[src/rtl/riscv_pkg.sv]
// riscv_pkg: shared RV32I core constants and the fetch-valid FSM encoding.
package riscv_pkg;
  localparam int W_DEFAULT = 32;
  localparam logic [31:0] NOP_INSTR = 32'h0000_0013;
  localparam logic [31:0] RESET_PC_DEFAULT = 32'h0000_0000;
  typedef enum logic {RESET_BUBBLE, RUN} fetch_state_t;
endpackage

[src/rtl/fetch_stage_pc_reg.sv]
// pc_reg: PCF register with next-PC mux (redirect > stall > PC+4); ports: clk, rst_n, stallF, pcsrcE, pctargetE in; pcF, pcplus4F out.
module pc_reg #(
  parameter int W = 32,
  parameter logic [W-1:0] RESET_PC = '0
) (
  input  logic         clk,
  input  logic         rst_n,
  input  logic         stallF,
  input  logic         pcsrcE,
  input  logic [W-1:0] pctargetE,
  output logic [W-1:0] pcF,
  output logic [W-1:0] pcplus4F
);
  logic [W-1:0] pc_q, pc_d;
  logic en;
  assign pcplus4F = pc_q + W'(4);
  assign pcF = pc_q;
  always_comb begin
    en = pcsrcE | ~stallF;
    pc_d = pcsrcE ? pctargetE : pcplus4F;
  end
  always_ff @(posedge clk) begin
    if (!rst_n) pc_q <= RESET_PC;
    else if (en) pc_q <= pc_d;
  end
endmodule

[src/rtl/fetch_stage.sv]
// fetch_stage: IF stage + IF/ID register; in: clk, rst_n, stallF, stallD, flushD, pcsrcE, pctargetE, instrF; out: pcF, instrD, pcD, pcplus4D, validD, misalignD.
module fetch_stage
  import riscv_pkg::*;
#(
  parameter int W = W_DEFAULT,
  parameter logic [W-1:0] RESET_PC = W'(RESET_PC_DEFAULT)
) (
  input  logic         clk,
  input  logic         rst_n,
  input  logic         stallF,
  input  logic         stallD,
  input  logic         flushD,
  input  logic         pcsrcE,
  input  logic [W-1:0] pctargetE,
  input  logic [W-1:0] instrF,
  output logic [W-1:0] pcF,
  output logic [W-1:0] instrD,
  output logic [W-1:0] pcD,
  output logic [W-1:0] pcplus4D,
  output logic         validD,
  output logic         misalignD
);
  localparam logic [W-1:0] NOP = W'(NOP_INSTR);
  logic [W-1:0] pcplus4F;
  logic [W-1:0] instr_q, instr_d, pc_q, pc_d, p4_q, p4_d;
  logic valid_q, valid_d, mis_q, mis_d, misf_q, misf_d, cap_valid;
  fetch_state_t fv_q, fv_d;
  pc_reg #(.W(W), .RESET_PC(RESET_PC)) u_pc (
    .clk(clk), .rst_n(rst_n), .stallF(stallF), .pcsrcE(pcsrcE),
    .pctargetE(pctargetE), .pcF(pcF), .pcplus4F(pcplus4F)
  );
  // A capture is a real instruction once the PC has advanced past reset
  // (or is advancing on this very edge).
  always_comb begin
    fv_d = (fv_q == RESET_BUBBLE && !stallF) ? RUN : fv_q;
    cap_valid = (fv_q == RUN) || !stallF;
    misf_d = pcsrcE ? |pctargetE[1:0] : (stallF ? misf_q : 1'b0);
    instr_d = flushD ? NOP : (stallD ? instr_q : instrF);
    pc_d = flushD ? '0 : (stallD ? pc_q : pcF);
    p4_d = flushD ? '0 : (stallD ? p4_q : pcplus4F);
    valid_d = flushD ? 1'b0 : (stallD ? valid_q : cap_valid);
    mis_d = flushD ? 1'b0 : (stallD ? mis_q : misf_q);
  end
  always_ff @(posedge clk) begin
    if (!rst_n) begin
      fv_q <= RESET_BUBBLE;
      misf_q <= 1'b0;
      instr_q <= NOP;
      pc_q <= '0;
      p4_q <= '0;
      valid_q <= 1'b0;
      mis_q <= 1'b0;
    end else begin
      fv_q <= fv_d;
      misf_q <= misf_d;
      instr_q <= instr_d;
      pc_q <= pc_d;
      p4_q <= p4_d;
      valid_q <= valid_d;
      mis_q <= mis_d;
    end
  end
  assign instrD = instr_q;
  assign pcD = pc_q;
  assign pcplus4D = p4_q;
  assign validD = valid_q;
  assign misalignD = mis_q;
endmodule

[config.mk]
export PLATFORM = sky130hd
export DESIGN_NAME = fetch_stage
export DESIGN_NICKNAME = d
export VERILOG_FILES = /design/src/rtl/riscv_pkg.sv /design/src/rtl/fetch_stage_pc_reg.sv /design/src/rtl/fetch_stage.sv
export SDC_FILE = /design/constraint.sdc
export NUM_CORES = 1
export LEC_CHECK = 0
export CORE_MARGIN = 5
export CORE_UTILIZATION = 47
export DETAILED_ROUTE_END_ITERATION = 16
export PLACE_DENSITY_LB_ADDON = 0.05
export SYNTH_ARGS = -nofsm -noshare
export SYNTH_HDL_FRONTEND = slang
export SYNTH_HIERARCHICAL = 1
export SYNTH_SLANG_ARGS = --single-unit
export TNS_END_PERCENT = 10
[constraint.sdc]
create_clock -name clk -period 4.31 [get_ports clk]
set_clock_uncertainty 0.15 [all_clocks]
set_input_delay 0.862 -clock clk [delete_from_list [all_inputs] [get_ports clk]]
set_output_delay 0.862 -clock clk [all_outputs]
set_load 0.005 [all_outputs]
Word-level counts from Yosys, hierarchy flattened

Cells that the tools add are included.

Bits in registers: 132
Bits of input ports: 70
Output and inout port bits: 130
Logic and storage cells: 22

Add/subtract/negate cells: 1
Equal/unequal tests: 1
Muxes and demuxes: 3
Bitwise logic cells: 4
Reduce and logical (&&, ||, !) cells: 5

Operator list:

| operator              | count |
|---|---|
| $add 32x3->32 const B | 1 |
| $mux 32               | 1 |
| $reduce_or 2->1       | 2 |
| $not 1->1             | 3 |
| $mux 1                | 2 |
| $ne 2x1->1 const B    | 1 |
| $logic_and 1x1->1     | 1 |
| $logic_not 1->1       | 1 |
| $logic_or 1x1->1      | 1 |
| $or 1x1->1            | 1 |

Logic depth before layout (Yosys ltp)

Gate-level depths: netlist of the first run.

Word-level depth: 2
Depth in mapped cells: 8

By module

Netlist of the first run, hierarchy kept.

Modules (own cells, without submodules):

| module      | instances | cells an instance | area an instance (sq um) |
|---|---|---|---|
| fetch_stage | 1         | 326               | 3,669.8 |
| pc_reg      | 1         | 308               | 2,334.7 |

Worst setup path after synthesis of the first run

No wires, ideal clock.

Path type: in2reg
Start: input stallF
End: register u_pc.pc_q[24] (netlist: u_pc/pcF[24])
Arrival: 2.269 ns
Setup slack: 1.817 ns
Cell stages on the path: 6
Cells stage by stage: buf_2 > nand4b_1 > or3_1 > clkbuf_1 > or4_1 > a31oi_1

Word-level cells in the longest chain between the ends: 2

RTL lines:

| element              | RTL line                 | source |
|---|---|---|
| start, declared      | fetch_stage.sv:10        | `input logic stallF,` |
| $not 1->1            | fetch_stage_pc_reg.sv:19 | `en = pcsrcE \| ~stallF;` |
| $or 1x1->1           | fetch_stage_pc_reg.sv:19 |  |
| end signal, assigned | fetch_stage_pc_reg.sv:24 | `else if (en) pc_q <= pc_d;` |
| end, declared        | fetch_stage_pc_reg.sv:14 | `logic [W-1:0] pc_q, pc_d;` |

No other way between the ends.
A chain may end at the register's enable or synchronous reset.

Final worst setup path of the first run

Start: register u_pc.pc_q[4] (netlist: u_pc/pcF[4])
End: register p4_q[29] (netlist: pcplus4D[29])

Word-level cells in the longest chain between the ends: 1

RTL lines:

| element              | RTL line                 | source |
|---|---|---|
| $add 32x3->32        | fetch_stage_pc_reg.sv:16 | `assign pcplus4F = pc_q + W'(4);` |
| via pcplus4F[29]     | fetch_stage.sv:24        | `logic [W-1:0] pcplus4F;` |
| end signal, assigned | fetch_stage.sv:58        | `p4_q <= p4_d;` |
| end, declared        | fetch_stage.sv:25        | `logic [W-1:0] instr_q, instr_d, pc_q, pc_d, p4_q, p4_d;` |

The timed path passes the listed nets, and every way through them passes these cells.

==> reports/metrics.yaml, run 1 <==
cells_and_area:
  area_delta_synth_final_pct: 41.3
  drive_gt1_share_pct: 5.12
  fillCellCount: 1059
  seq_area_sq_um: 2640
  antenna_cells: 0
  multi_input_area_sq_um: 2930
  finalNetCount: 878
clock_network:
  htreeDepth: 4
  clock_latency_ns: 0.41
  cts_resized: 0
  postCtsHoldBufs: 0
  cts_root_buf: "clkbuf_16"
  cts_sinks: 132
  post_cts_buffers: 0
  cts_buffer_depth: 2
  numCtsBuffers: 17
  clk_pin_slew_ns: 0.05
  cts_tree: "built"
floorplanning:
  dieArea_sq_um: 15100
  top_level_ports: 200
  die_x_um: 123
  start_util_pct: 47.8
  core_area_sq_um: 12600
  die_height_um: 123
  rows: 41
synthesis:
  synth.distinct_cells: 44
  ys_ff_latch: 132
  synth_edf_count: 0
  ys.flop_type: "dfxtp_1"
  netlist_area_sq_um: 6000
  synth_fp_nets: 705
  ys.warnings.count: 6
  postSynth.asyncResetShare_pct: 0
  seq_area_frac_synth_pct: 44.0
  synth.avg_cell_area_sq_um: 9.47
  synthCells: 634
status:
  outcome: "finished, final reports clean"
min_path:
  hold_start: "fv_q"
  hp-class: "reg -> reg"
  min_to: "fv_q"
  whs_path_depth: 2
worst_setup_path:
  reg2reg_depth: 6
  start_kind: "flip-flop"
  crit_fanout: 11
  cp-end-kind: "flip-flop"
  arrival_ns: 3.12
  rr_startpoint: "u_pc/pcF[4]"
  critPathKind: "reg -> reg"
  timing.rr.end: "pcplus4D[29]"
  required_ns: 4.45
  r2r_slack_ns: 1.33
grt:
  overflow: 0
  grt_max_degree: 99
  track_usage_pct: 21.6
  grt_first_pass_wirelength_um: 25900
  grt_antenna_before_repair: 0
  grt_pass1_vias: 5124
route:
  wl_per_cell_um: 16.7
  wirelength_um: 16600
  routed-via-count: 5276
  route.detailed.drc: 0
  dr.pass1.iters: 6
  dr.first_iter.drc_count: 285
  final_antenna_net_count: 0
  viasPerCell: 5.32
timing:
  layout_setup_ws_ns: 1.33
  slew_headroom_pct: 24.5
  rsz0062_at_grt: "false"
  period_needed_ns: 2.98
  finalCritPeriodShare_pct: 69.1
  tightest_slew_ns: 1.13
  drv_slew: 0
  final-setup-viol-count: 0
  hold_viol: 0
  max_clock_freq_ghz: 0.336
  setup-tns-final_ns: 0
place:
  routabilityCongestion: 0.877
  io_buffer_count: 199
  place_ws_ns: 1.27
  place_hpwl_um: 11500
power:
  power_density_nw_per_um2: 375
  p_leak_uw: 0.00330
  ir_drop_v: 0.000206
job:
  maxCapViolCount: 0
==> worst max-delay path by stage <==
stage | start | to | slack [ns] | cells after the start
after floorplan | stallF | u_pc/pcF[24] | 1.82 | 6
after global placement | stallF | u_pc/pcF[25] | 1.32 | 5
after detailed placement | stallF | u_pc/pcF[25] | 1.27 | 5
after CTS | u_pc/pcF[4] | pcplus4D[29] | 1.40 | 6
after global routing | u_pc/pcF[4] | pcplus4D[29] | 1.16 | 6
final | u_pc/pcF[4] | pcplus4D[29] | 1.33 | 6
==> synthesized netlist by cell type, drive strengths merged, types with 7 or more instances <==
| cell type | number | share of area [%] |
|---|---|---|
| a21oi | 13 | 1.1 |
| xnor2 | 23 | 3.4 |
| dfxtp | 132 | 44 |
| or3 | 7 | 0.73 |
| inv | 9 | 0.56 |
| nor3 | 15 | 1.3 |
| nor4 | 13 | 1.4 |
| buf | 27 | 5.1 |
| nand4 | 10 | 1.4 |
| and4 | 8 | 1.2 |
| a31oi | 9 | 0.94 |
| o21ai | 26 | 2.2 |
| mux2i | 99 | 17 |
| nand3 | 9 | 0.75 |
| nand2 | 24 | 1.5 |
| clkbuf | 25 | 1.6 |
| nor2 | 117 | 7.3 |
| xor2 | 18 | 2.6 |
==> cells by family after synthesis <==
group                      count (synthesis)  synth area share, %
muxes                                     99                 16.5
buffers and inverters                     61                 7.33
AOI/OAI and AO/OA                         72                 7.52
adders and majority gates                  1                0.208
xor gates and xnor gates                  41                 5.98
DFF                                      132                 44.0
and+or+nand+nor                          228                 18.4
==> per-layer routing <==
metal / global-route usage (%) / up-vias / part of all wire (%)
li1: - / 2553 / -
met1: 28.2 / 2468 / 45
met2: 33.3 / 221 / 45
met3: 5.95 / 34 / 6.9
met4: 10.0 / 0 / 2.4
met5: 0 / - / 0
==> metrics by stage <==
stage / instance area, sq um / hold slack (ns) / std cells / power [uW] / utilization [%]
4_1_cts: 8480 / 0.313 / 992 / 3210 / 67.5
6_report: 8480 / 0.310 / 992 / 3180 / 67.5
5_1_grt: 8480 / 0.327 / 992 / 3300 / 67.5
2_1_floorplan: 6000 / 0.272 / 634 / 1530 / -
3_3_place_gp: 7870 / 0.286 / 960 / 1690 / 62.6
3_5_place_dp: 7870 / 0.304 / 960 / 1700 / 62.6
==> worst max-delay path, cell delays in order (launching register included) <==
cell     delay, ns
dfxtp_1       0.50
nand4_1       0.52
or4_1         0.89
or3_1         0.48
xnor2_1       0.14
mux2i_1       0.13
nor2_1        0.05
==> layout make-up <==
type                    count  area share (%)
multi-input cells         441            34.5
flip-flops and latches    132            31.1
repair buffers            206            24.1
clock buffers              22            5.47
well taps                 172            2.54
clock inverters            10            1.81
inverters                   9           0.398
==> cell usage in the layout, fill, tap and decap left out, drive strengths merged, types with 8 or more instances in the layout <==
cell / n
dfxtp: 132
nand2: 24
buf: 8
mux2i: 99
a21oi: 13
o21ai: 26
nor4: 13
xnor2: 23
nor2: 117
and4: 8
inv: 9
nand4: 10
clkdlybuf4s50: 198
clkbuf: 22
xor2: 18
a31oi: 9
nor3: 15
nand3: 9
==> sequential cells by signal, summed over array words and instances (netlist names) <==
register and flops:
misf_q 1, validD 1, pcD 32, misalignD 1, pcplus4D 32, fv_q 1, instrD 32, u_pc/pcF 32
==> power breakdown <==
group          internal (uW)  switching, uW
registers               1270           61.6
logic                    208            141
clock network            994            509
total                   2470            711
(Power assumes the default switching activity.)
==> run 2, diff against run 1 <==
--- a/config.mk
+++ b/config.mk
@@ -6,7 +6,7 @@
 export NUM_CORES = 1
 export LEC_CHECK = 0
 export CORE_MARGIN = 5
-export CORE_UTILIZATION = 47
+export CORE_UTILIZATION = 46
 export DETAILED_ROUTE_END_ITERATION = 16
 export PLACE_DENSITY_LB_ADDON = 0.05
 export SYNTH_ARGS = -nofsm -noshare
==> constraint.sdc (replaced) <==
create_clock -name clk -period 2.91 [get_ports clk]
set_clock_uncertainty 0.15 [all_clocks]
set_input_delay 0.582 -clock clk [delete_from_list [all_inputs] [get_ports clk]]
set_output_delay 0.582 -clock clk [all_outputs]
set_load 0.005 [all_outputs]
==> reports/metrics.yaml, run 2 (synthesis results as in run 1) <==
worst_setup_path:
  start_kind: "flip-flop"
  required_ns: 3.11  # -1.34 ns
  critPathKind: "reg -> reg"
  arrival_ns: 2.62  # -0.50 ns
  crit_fanout: 12  # +1
  cp-end-kind: "flip-flop"
min_path:
  hp-class: "reg -> reg"
place:
  place_ws_ns: 0.407  # -0.858 ns
  routabilityCongestion: 0.855  # -2.5%
  io_buffer_count: 199  # unchanged
  place_hpwl_um: 12500  # +8.7%
clock_network:
  clock_latency_ns: 0.42  # about the same
  cts_sinks: 132  # unchanged
  cts_root_buf: "clkbuf_16"
  postCtsHoldBufs: 0  # unchanged
  post_cts_buffers: 0  # unchanged
  numCtsBuffers: 17  # unchanged
  clk_pin_slew_ns: 0.06  # about the same
  cts_resized: 0  # unchanged
  htreeDepth: 4  # unchanged
  cts_buffer_depth: 2  # unchanged
  cts_tree: "built"
timing:
  slew_headroom_pct: 65.4  # +41 points
  finalCritPeriodShare_pct: 83.1  # +14 points
  tightest_slew_ns: 0.518  # -0.615 ns
  hold_viol: 0  # unchanged
  setup-tns-final_ns: 0  # unchanged
  final-setup-viol-count: 0  # unchanged
  rsz0062_at_grt: "false"
  max_clock_freq_ghz: 0.414  # +23%
  period_needed_ns: 2.42  # -0.560 ns
  drv_slew: 0  # unchanged
  layout_setup_ws_ns: 0.493  # -0.840 ns
  holdWs_ns: 0.308  # -0.00183 ns
job:
  maxCapViolCount: 0  # unchanged
route:
  dr.pass1.iters: 5  # -1
  viasPerCell: 5.36  # +0.69%
  route.detailed.drc: 0  # unchanged
  wl_per_cell_um: 17.2  # +2.6%
  dr.first_iter.drc_count: 274  # -3.9%
  wirelength_um: 17400  # +5.0%
  routed-via-count: 5441  # +3.1%
  final_antenna_net_count: 0  # unchanged
cells_and_area:
  final_cell_mix: "clkdlybuf4s50_1 (198), dfxtp_1 (132), nor2_1 (117), mux2i_1 (99), buf_4 (28)"
  area_delta_synth_final_pct: 45.6
  seq_area_sq_um: 2640  # unchanged
  multi_input_area_sq_um: 2930  # unchanged
  layout_commonest_cell: "clkdlybuf4s50_1"
  antenna_cells: 0  # unchanged
  finalNetCount: 902  # +2.7%
  drive_gt1_share_pct: 7.70  # +2.6 points
  fillCellCount: 1035  # -2.3%
floorplanning:
  dieArea_sq_um: 15400  # +2.0%
  top_level_ports: 200  # unchanged
  rows: 41  # unchanged
  start_util_pct: 47.2  # -0.58 points
  die_x_um: 124  # +0.99%
  core_area_sq_um: 12700  # +1.2%
  die_height_um: 124  # +0.99%
grt:
  grt_pass1_vias: 5570  # +8.7%
  overflow: 0  # unchanged
  grt_antenna_before_repair: 0  # unchanged
  grt_first_pass_wirelength_um: 28500  # +9.9%
  grt_max_degree: 47  # -53%
  track_usage_pct: 22.3  # +0.71 points
power:
  ir_drop_v: 0.000326  # +59%
  p_leak_uw: 0.00345  # +4.3%
  power_density_nw_per_um2: 561  # +50%
  fin_total_pwr_uw: 4900  # +54%
status:
  outcome: "finished, final reports clean"
## run 2: cell count changes in the layout (fill, tap and decap cells not counted), moves of 2 or more
cell	before	now
buf_4	7	28
buf_12	0	3
bufinv_16	4	6
clkinv_2	5	3
## run 2: stage by stage
step           cell area (sq um)  std cells  utilization [%]
2_1_floorplan               6000        634                -
3_5_place_dp                8080        984             63.5
3_3_place_gp                8080        984             63.5
5_1_grt                     8740       1016             68.7
6_report                    8740       1016             68.7
4_1_cts                     8740       1016             68.7
## run 2: path summary, 6_finish.rpt
kind | startpoint | to | slack, ns | cells past startpoint
worst max-delay path | u_pc/pcF[2] | u_pc/pcF[18] | 0.49 | 5
worst min-delay path | fv_q | fv_q | 0.31 | 2
worst max register to register | u_pc/pcF[2] | u_pc/pcF[18] | 0.49 | 5
worst min register to register | fv_q | fv_q | 0.31 | 2
## run 2: final cells by class
type / instances / area share (%)
timing repair buffer: 230 / 25.9
sequential: 132 / 30.2
clock inverter: 10 / 2.32
multi-input combinational: 441 / 33.5
inverter: 9 / 0.386
tap: 172 / 2.46
clock buffer: 22 / 5.20
## run 2: critical path, cell delays in order, from the launching register on
cell and delay, ns:
dfxtp_1 0.45, ha_1 0.30, nand3_1 0.15, or3_1 0.59, or4_1 0.55, a31oi_1 0.16
## run 2: per-layer routing
layer / global-route usage, % / vias to the layer above / part of all wire [%]
met4: 10.3 / 0 / 2.5
met5: 0 / - / 0
met1: 26.5 / 2579 / 43
met2: 36.5 / 227 / 48
met3: 7.38 / 34 / 7.1
li1: - / 2601 / -
## run 2: power breakdown
| group | switching (uW) | internal, uW | total [uW] |
|---|---|---|---|
| registers | 64.5 | 1880 | 1940 |
| logic | 241 | 329 | 570 |
| clock network | 765 | 1620 | 2390 |
==> run 3, diff against run 2 <==
--- a/config.mk
+++ b/config.mk
@@ -6,7 +6,7 @@
 export NUM_CORES = 1
 export LEC_CHECK = 0
 export CORE_MARGIN = 5
-export CORE_UTILIZATION = 46
+export CORE_UTILIZATION = 42
 export DETAILED_ROUTE_END_ITERATION = 16
 export PLACE_DENSITY_LB_ADDON = 0.05
 export SYNTH_ARGS = -nofsm -noshare
==> constraint.sdc (replaced) <==
create_clock -name clk -period 2.2 [get_ports clk]
set_clock_uncertainty 0.15 [all_clocks]
set_input_delay 0.44 -clock clk [delete_from_list [all_inputs] [get_ports clk]]
set_output_delay 0.44 -clock clk [all_outputs]
set_load 0.005 [all_outputs]
==> reports/metrics.yaml, run 3 (synthesis results as in run 1) <==
grt:
  grt_first_pass_wirelength_um: 28000  # -1.8%
  grt_max_degree: 40  # -15%
  track_usage_pct: 20.7  # -1.6 points
  overflow: 0  # unchanged
  grt_pass1_vias: 5601  # +0.56%
  grt_antenna_before_repair: 0  # unchanged
cells_and_area:
  final_cell_mix: "clkdlybuf4s50_1 (198), dfxtp_1 (129), nor2_1 (117), mux2i_1 (99), buf_4 (62)"
  finalNetCount: 939  # +4.1%
  area_delta_synth_final_pct: 50.2
  fillCellCount: 1165  # +13%
  layout_commonest_cell: "clkdlybuf4s50_1"
  antenna_cells: 0  # unchanged
  fin_util_pct: 64.7  # -4.0 points
  drive_gt1_share_pct: 12.3  # +4.6 points
floorplanning:
  rows: 43  # +4.9%
  die_x_um: 130  # +4.3%
  dieArea_sq_um: 16800  # +8.7%
  start_util_pct: 43.1  # -4.1 points
  core_area_sq_um: 13900  # +9.5%
  top_level_ports: 200  # unchanged
  die_height_um: 130  # +4.3%
route:
  drt-met1-wl_um: 7580  # +1.9%
  route.detailed.drc: 0  # unchanged
  dr.pass1.iters: 5  # unchanged
  wl_met3_um: 1300  # +4.4%
  wl_per_cell_um: 16.5  # -4.1%
  final_antenna_net_count: 0  # unchanged
  top_layer_used: "met4"
  dr.first_iter.drc_count: 255  # -6.9%
  viasPerCell: 5.10  # -4.7%
  wirelength_um: 17500  # about the same
  met2_length_um: 8320  # -0.11%
  routed-via-count: 5407  # -0.62%
timing:
  layout_setup_ws_ns: 0.0627  # -0.431 ns
  holdWs_ns: 0.310  # +0.00110 ns
  setup-tns-final_ns: 0  # unchanged
  finalCritPeriodShare_pct: 97.1
  drv_slew: 0  # unchanged
  final-setup-viol-count: 0  # unchanged
  hold_viol: 0  # unchanged
  tightest_slew_ns: 0.458  # -0.0598 ns
  slew_headroom_pct: 69.2  # +3.8 points
  max_clock_freq_ghz: 0.468
  period_needed_ns: 2.14
  rsz0062_at_grt: "false"
power:
  power_density_nw_per_um2: 677  # +21%
  swShare_pct: 22.4  # +0.55 points
  power.switching_uw: 1370  # +28%
  clkPwrFrac_pct: 44.8  # -4.0 points
  p_comb_share_pct: 13.5  # +1.9 points
  ir_drop_v: 0.000402  # +23%
  seqPwrFrac_pct: 41.8  # +2.2 points
  internal-power_uw: 4740  # +24%
  p_leak_uw: 0.00361  # +4.7%
  fin_total_pwr_uw: 6110  # +25%
clock_network:
  cts_sinks: 132  # unchanged
  cts_tree: "built"
  clk_pin_slew_ns: 0.06  # about the same
  cts_root_buf: "clkbuf_16"
  numCtsBuffers: 17  # unchanged
  clock_latency_ns: 0.41  # about the same
  cts_buffer_depth: 2  # unchanged
  htreeDepth: 4  # unchanged
  postCtsHoldBufs: 0  # unchanged
worst_setup_path:
  rr_startpoint: "u_pc/pcF[10]"
  r2r_slack_ns: 0.14  # -0.35 ns
  timing.rr.end: "pcplus4D[29]"
  arrival_ns: 1.55  # -1.07 ns
  crit_chain: "clkdlybuf4s50_1"
  cp.depth: 1  # -4
  crit_fanout: 9  # -3
  required_ns: 1.61  # -1.50 ns
  slowest_stage: "clkdlybuf4s50_1"
  critPathKind: "reg -> out"
  slowest_delay_ns: 0.60  # about the same
  cp-end-kind: "output pin"
  crit_family: "buffers and inverters"
  crit_end: "pcF[29]"
  worst-path-buf-inv: 1  # +1
  reg2reg_depth: 6  # +1
  crit_start: "u_pc/pcF[29]"
  start_kind: "flip-flop"
place:
  io_buffer_count: 199  # unchanged
  place_hpwl_um: 13100  # +4.6%
  routabilityCongestion: 0.823  # -3.7%
  place_ws_ns: -0.227  # -0.634 ns
status:
  outcome: "finished, final reports clean"
job:
  maxCapViolCount: 0  # unchanged
min_path:
  hp-class: "reg -> reg"
  hold_start: "fv_q"
==> run 3: how the worst min path moves through the flow <==
stage / depth (start not counted) / slack, ns / endpoint
5_1_grt: 1 / 0.33 / instrD[0]
2_1_floorplan: 2 / 0.27 / fv_q
4_1_cts: 2 / 0.32 / fv_q
6_report: 2 / 0.31 / fv_q
3_3_place_gp: 2 / 0.28 / fv_q
3_5_place_dp: 1 / 0.31 / instrD[0]
==> run 3: final cells by class <==
cell class                      instances  area (sq um)  area share (%)
Sequential cell                       132          2650            29.3
Timing Repair Buffer                  267          2580            28.6
Inverter                                9          33.8           0.375
Multi-Input combinational cell        441          2960            32.8
Tap cell                              180           225            2.50
Clock buffer                           27           503            5.58
Clock inverter                          4          70.1           0.777
==> run 3: metrics by stage <==
stage	area, sq um	cells
6_report	9020	1060
5_1_grt	9020	1060
4_1_cts	8980	1059
3_5_place_dp	8410	1028
3_3_place_gp	8410	1028
2_1_floorplan	6010	634
==> run 3: what timing repair did <==
item,4_1_cts,5_1_grt
pin swaps,0,1
gates resized for setup,1,7
setup buffers,0,1
setup endpoints to repair,3,15
==> run 3: routing by layer <==
| layer | track usage, % | vias up |
|---|---|---|
| met1 | 25.6 | 2522 |
| met5 | 0 | - |
| met2 | 34.8 | 181 |
| li1 | - | 2683 |
| met3 | 6.43 | 21 |
| met4 | 6.42 | 0 |
==> run 3: power by group through the flow <==
stage	clock network [uW]	registers, uW	logic, uW
2_1_floorplan	0	2610	386
3_3_place_gp	0	2590	814
3_5_place_dp	0	2600	825
4_1_cts	2810	2550	831
5_1_grt	2920	2560	894
6_report	2740	2550	823
==> RTL edit (config.mk and constraints of run 3) <==
Register the input `pctargetE` before use, cleared by the reset. The logic sees it one clock later. The other inputs are not delayed to match.
--- a/src/rtl/fetch_stage.sv
+++ b/src/rtl/fetch_stage.sv
@@ -22,4 +22,15 @@
 );
   localparam logic [W-1:0] NOP = W'(NOP_INSTR);
+
+  logic [W-1:0] pctargetE_q;
+
+  always_ff @(posedge clk) begin
+    if (!rst_n) begin
+      pctargetE_q <= '0;
+    end else begin
+      pctargetE_q <= pctargetE;
+    end
+  end
+
   logic [W-1:0] pcplus4F;
   logic [W-1:0] instr_q, instr_d, pc_q, pc_d, p4_q, p4_d;
@@ -28,5 +39,5 @@
   pc_reg #(.W(W), .RESET_PC(RESET_PC)) u_pc (
     .clk(clk), .rst_n(rst_n), .stallF(stallF), .pcsrcE(pcsrcE),
-    .pctargetE(pctargetE), .pcF(pcF), .pcplus4F(pcplus4F)
+    .pctargetE(pctargetE_q), .pcF(pcF), .pcplus4F(pcplus4F)
   );
   // A capture is a real instruction once the PC has advanced past reset
@@ -35,5 +46,5 @@
     fv_d = (fv_q == RESET_BUBBLE && !stallF) ? RUN : fv_q;
     cap_valid = (fv_q == RUN) || !stallF;
-    misf_d = pcsrcE ? |pctargetE[1:0] : (stallF ? misf_q : 1'b0);
+    misf_d = pcsrcE ? |pctargetE_q[1:0] : (stallF ? misf_q : 1'b0);
     instr_d = flushD ? NOP : (stallD ? instr_q : instrF);
     pc_d = flushD ? '0 : (stallD ? pc_q : pcF);
Check against the original RTL: not equivalent (Yosys sat finds a counterexample within 4 cycles, from zero or initial values and one cycle with rst_n low).
==> RTL edit against run 3 <==
- register-to-register slack worse by 0.07 ns
- die area up 11%
- wire length up 5.2%
- total power up 14%
- synthesized cell count up 11%
- area after synthesis up 12%
- sequential cell count up 32
- combinational power down 5.3%
- via count up 6.3%
- worst setup slack worse by 0.0043 ns
- design area up 9.5%
- non-clock buffer count down 5
- critical path type unchanged
- largest cell class is now flip-flops and latches
- highest routed layer unchanged
==> RTL edit: results (changes against run 3) <==
The run finished with clean final reports. The initial detailed-routing violation count was 260 (+2.0%). The worst register-to-register path ends at pcplus4D[27]$_SDFFE_PP0N_. The register clock-pin slew on the reported worst setup and hold paths came out at 0.06 ns (about the same). The unique cell type count in the Yosys netlist came out at 42 (-4.5%). The measured slew at the worst slew-check pin is 0.432 ns (-0.0259 ns). The global-route wire length before repair was 29.3 mm (+4.7%); the ratio of routed vias to standard cells was 4.97 (-2.5%). The peak supply drop came out at 0.458 mV (+14%).

Yosys attributes the largest share of cell area to sky130_fd_sc_hd__dfxtp_1, sky130_fd_sc_hd__mux2i_1, sky130_fd_sc_hd__nor2_1. In this run the clock root is driven by a sky130_fd_sc_hd__clkbuf_16. Worst slack at placement: -0.172 ns (+0.0544 ns). The number of synthesis warnings is 6 (unchanged). The highest clock frequency the design can meet is 0.467 GHz (-0.20%), and the initial antenna violation count is 0 (unchanged). The fraction of registers with async set/reset came out at 0% (unchanged). The total of buffers placed on input and output ports is 199 (unchanged), and the arrival time at the worst endpoint is 1.55 ns (about the same). Number of cells after detailed placement: 1124 (+9.3%).

For the number of H-tree levels, the log shows 4 (unchanged). The startpoint of the worst setup timing path was u_pc/pcF[22]$_SDFFE_PN0N_. The highest net fanout along the worst path came out at 7 (-2).

The logic depth of the worst register-to-register path was 7 (+1); the total routing usage reported by global routing was 19.6% (-1.1 points). Sorting the synthesized cells by how often they occur yields sky130_fd_sc_hd__dfxtp_1, sky130_fd_sc_hd__nor2_1, sky130_fd_sc_hd__mux2i_1. The logs give 5748 (+6.3%) for the routed via count and 48.8% (+4.8 points) for the post-synthesis sequential area ratio. The logs give 0.800 (-2.8%) for the global placement routability congestion and 25.4% (-0.16 points) for the met1 routing resource usage after global routing. The count of fill cells added during filler insertion was 1359 (+17%); the count of TritonRoute iterations in the first routing pass was 4 (-1). The average wire length per cell after detail routing was 15.9 µm (-3.5%); the internal power component was 5.31 mW (+12%).

For the reg-to-reg setup timing slack, the log shows 0.07 ns (-0.07 ns). The leakage dissipation came out at 3.93 nW (+8.9%). The worst register-to-register path begins at u_pc/pcF[9]$_SDFFE_PN0N_. The largest net degree at the start of global routing is 43 (+7.5%). For the gate count after technology mapping, the log shows 701 (+11%). For the buffer depth of the longest clock path, the log shows 2 (unchanged). The source-to-sink clock delay at the later pin of the worst-skew pair came out at 0.42 ns. The routing usage on met3 is 5.74% (-0.70 points).

The final net count is 998 (+6.3%). The min-delay analysis places its worst path in the category flop to flop. The TritonCTS buffer count is 17 (unchanged), and the number of inserted diodes is 0 (unchanged). In this run the worst setup path terminates at pcF[22].

Placed cell area: 9240 µm² (+9.9%). The HPWL reported at the end of detailed placement is 13.6 mm (+3.6%), and the net count of the mapped netlist is 772 (+9.5%). The run gives 32.3% (-2.5 points) as the met2 usage. The fraction of layout instances using a drive strength above 1 is 11.4% (-0.89 points).
-- RTL edit: timing repair --
item | in CTS | in global routing
gates resized for setup | 1 | 4
setup endpoints to repair | 1 | 9
buffers inserted | 0 | 0
hold buffers | 0 | 0
-- RTL edit: final cells by class --
| cell class | instances | area, µm² | area share [%] |
|---|---|---|---|
| Clock inverter | 12 | 145 | 1.47 |
| Timing Repair Buffer | 262 | 2520 | 25.6 |
| Clock buffer | 20 | 467 | 4.73 |
| Sequential cell | 164 | 3290 | 33.3 |
| Tap cell | 216 | 270 | 2.74 |
| Inverter | 9 | 33.8 | 0.342 |
| Multi-Input combinational cell | 473 | 3150 | 31.9 |
-- RTL edit: cells by family (layout without fill, tap and decap cells) --
kind of cell / count (synthesis) / count (layout) / synth area share, %
AO/OA/AOI/OAI: 72 / 72 / 6.71
XOR/XNOR: 41 / 41 / 5.34
adder cells (fa/ha/maj): 1 / 1 / 0.186
buffers and inverters: 64 / 303 / 4.89
flip-flops: 164 / 164 / 48.8
multiplexers: 99 / 99 / 14.7
AND/OR/NAND/NOR: 260 / 260 / 19.4
-- RTL edit: critical path, cell delays in order (launching register included) --
cell	delay, ns
sky130_fd_sc_hd__dfxtp_1	0.42
sky130_fd_sc_hd__buf_4	0.21
sky130_fd_sc_hd__clkdlybuf4s50_1	0.51
-- RTL edit: worst min-delay path by stage --
stage / from / end / slack (ns) / cells past startpoint
3_5_place_dp: fv_q$_SDFFE_PN0P_ / fv_q$_SDFFE_PN0P_ / 0.29 / 2
2_1_floorplan: fv_q$_SDFFE_PN0P_ / fv_q$_SDFFE_PN0P_ / 0.27 / 2
6_report: fv_q$_SDFFE_PN0P_ / fv_q$_SDFFE_PN0P_ / 0.29 / 2
5_1_grt: stallD / pcD[26]$_SDFFE_PP0N_ / 0.28 / 3
4_1_cts: stallD / pcD[29]$_SDFFE_PP0N_ / 0.28 / 3
3_3_place_gp: fv_q$_SDFFE_PN0P_ / fv_q$_SDFFE_PN0P_ / 0.28 / 2
-- RTL edit: through the flow --
step | total power [mW] | TNS (ns)
3_5_place_dp | 4.00 | -0.818
2_1_floorplan | 3.57 | 0
5_1_grt | 7.24 | -0.207
4_1_cts | 7.03 | 0
6_report | 6.95 | 0
3_3_place_gp | 3.98 | -0.424
-- RTL edit: per-layer routing --
layer / routed length (µm) / vias up
li1: - / 2854
met5: 0 / -
met3: 1230 / 12
met1: 8410 / 2709
met4: 159 / 0
met2: 8580 / 173
-- RTL edit: power by group through the flow --
stage / clock [mW] / sequential, mW / combinational [mW]
CTS: 3.10 / 3.15 / 0.790
finish: 3.03 / 3.15 / 0.779
global placement: 0 / 3.21 / 0.774
floorplan: 0 / 3.22 / 0.354
detailed placement: 0 / 3.21 / 0.785
global route: 3.23 / 3.16 / 0.847
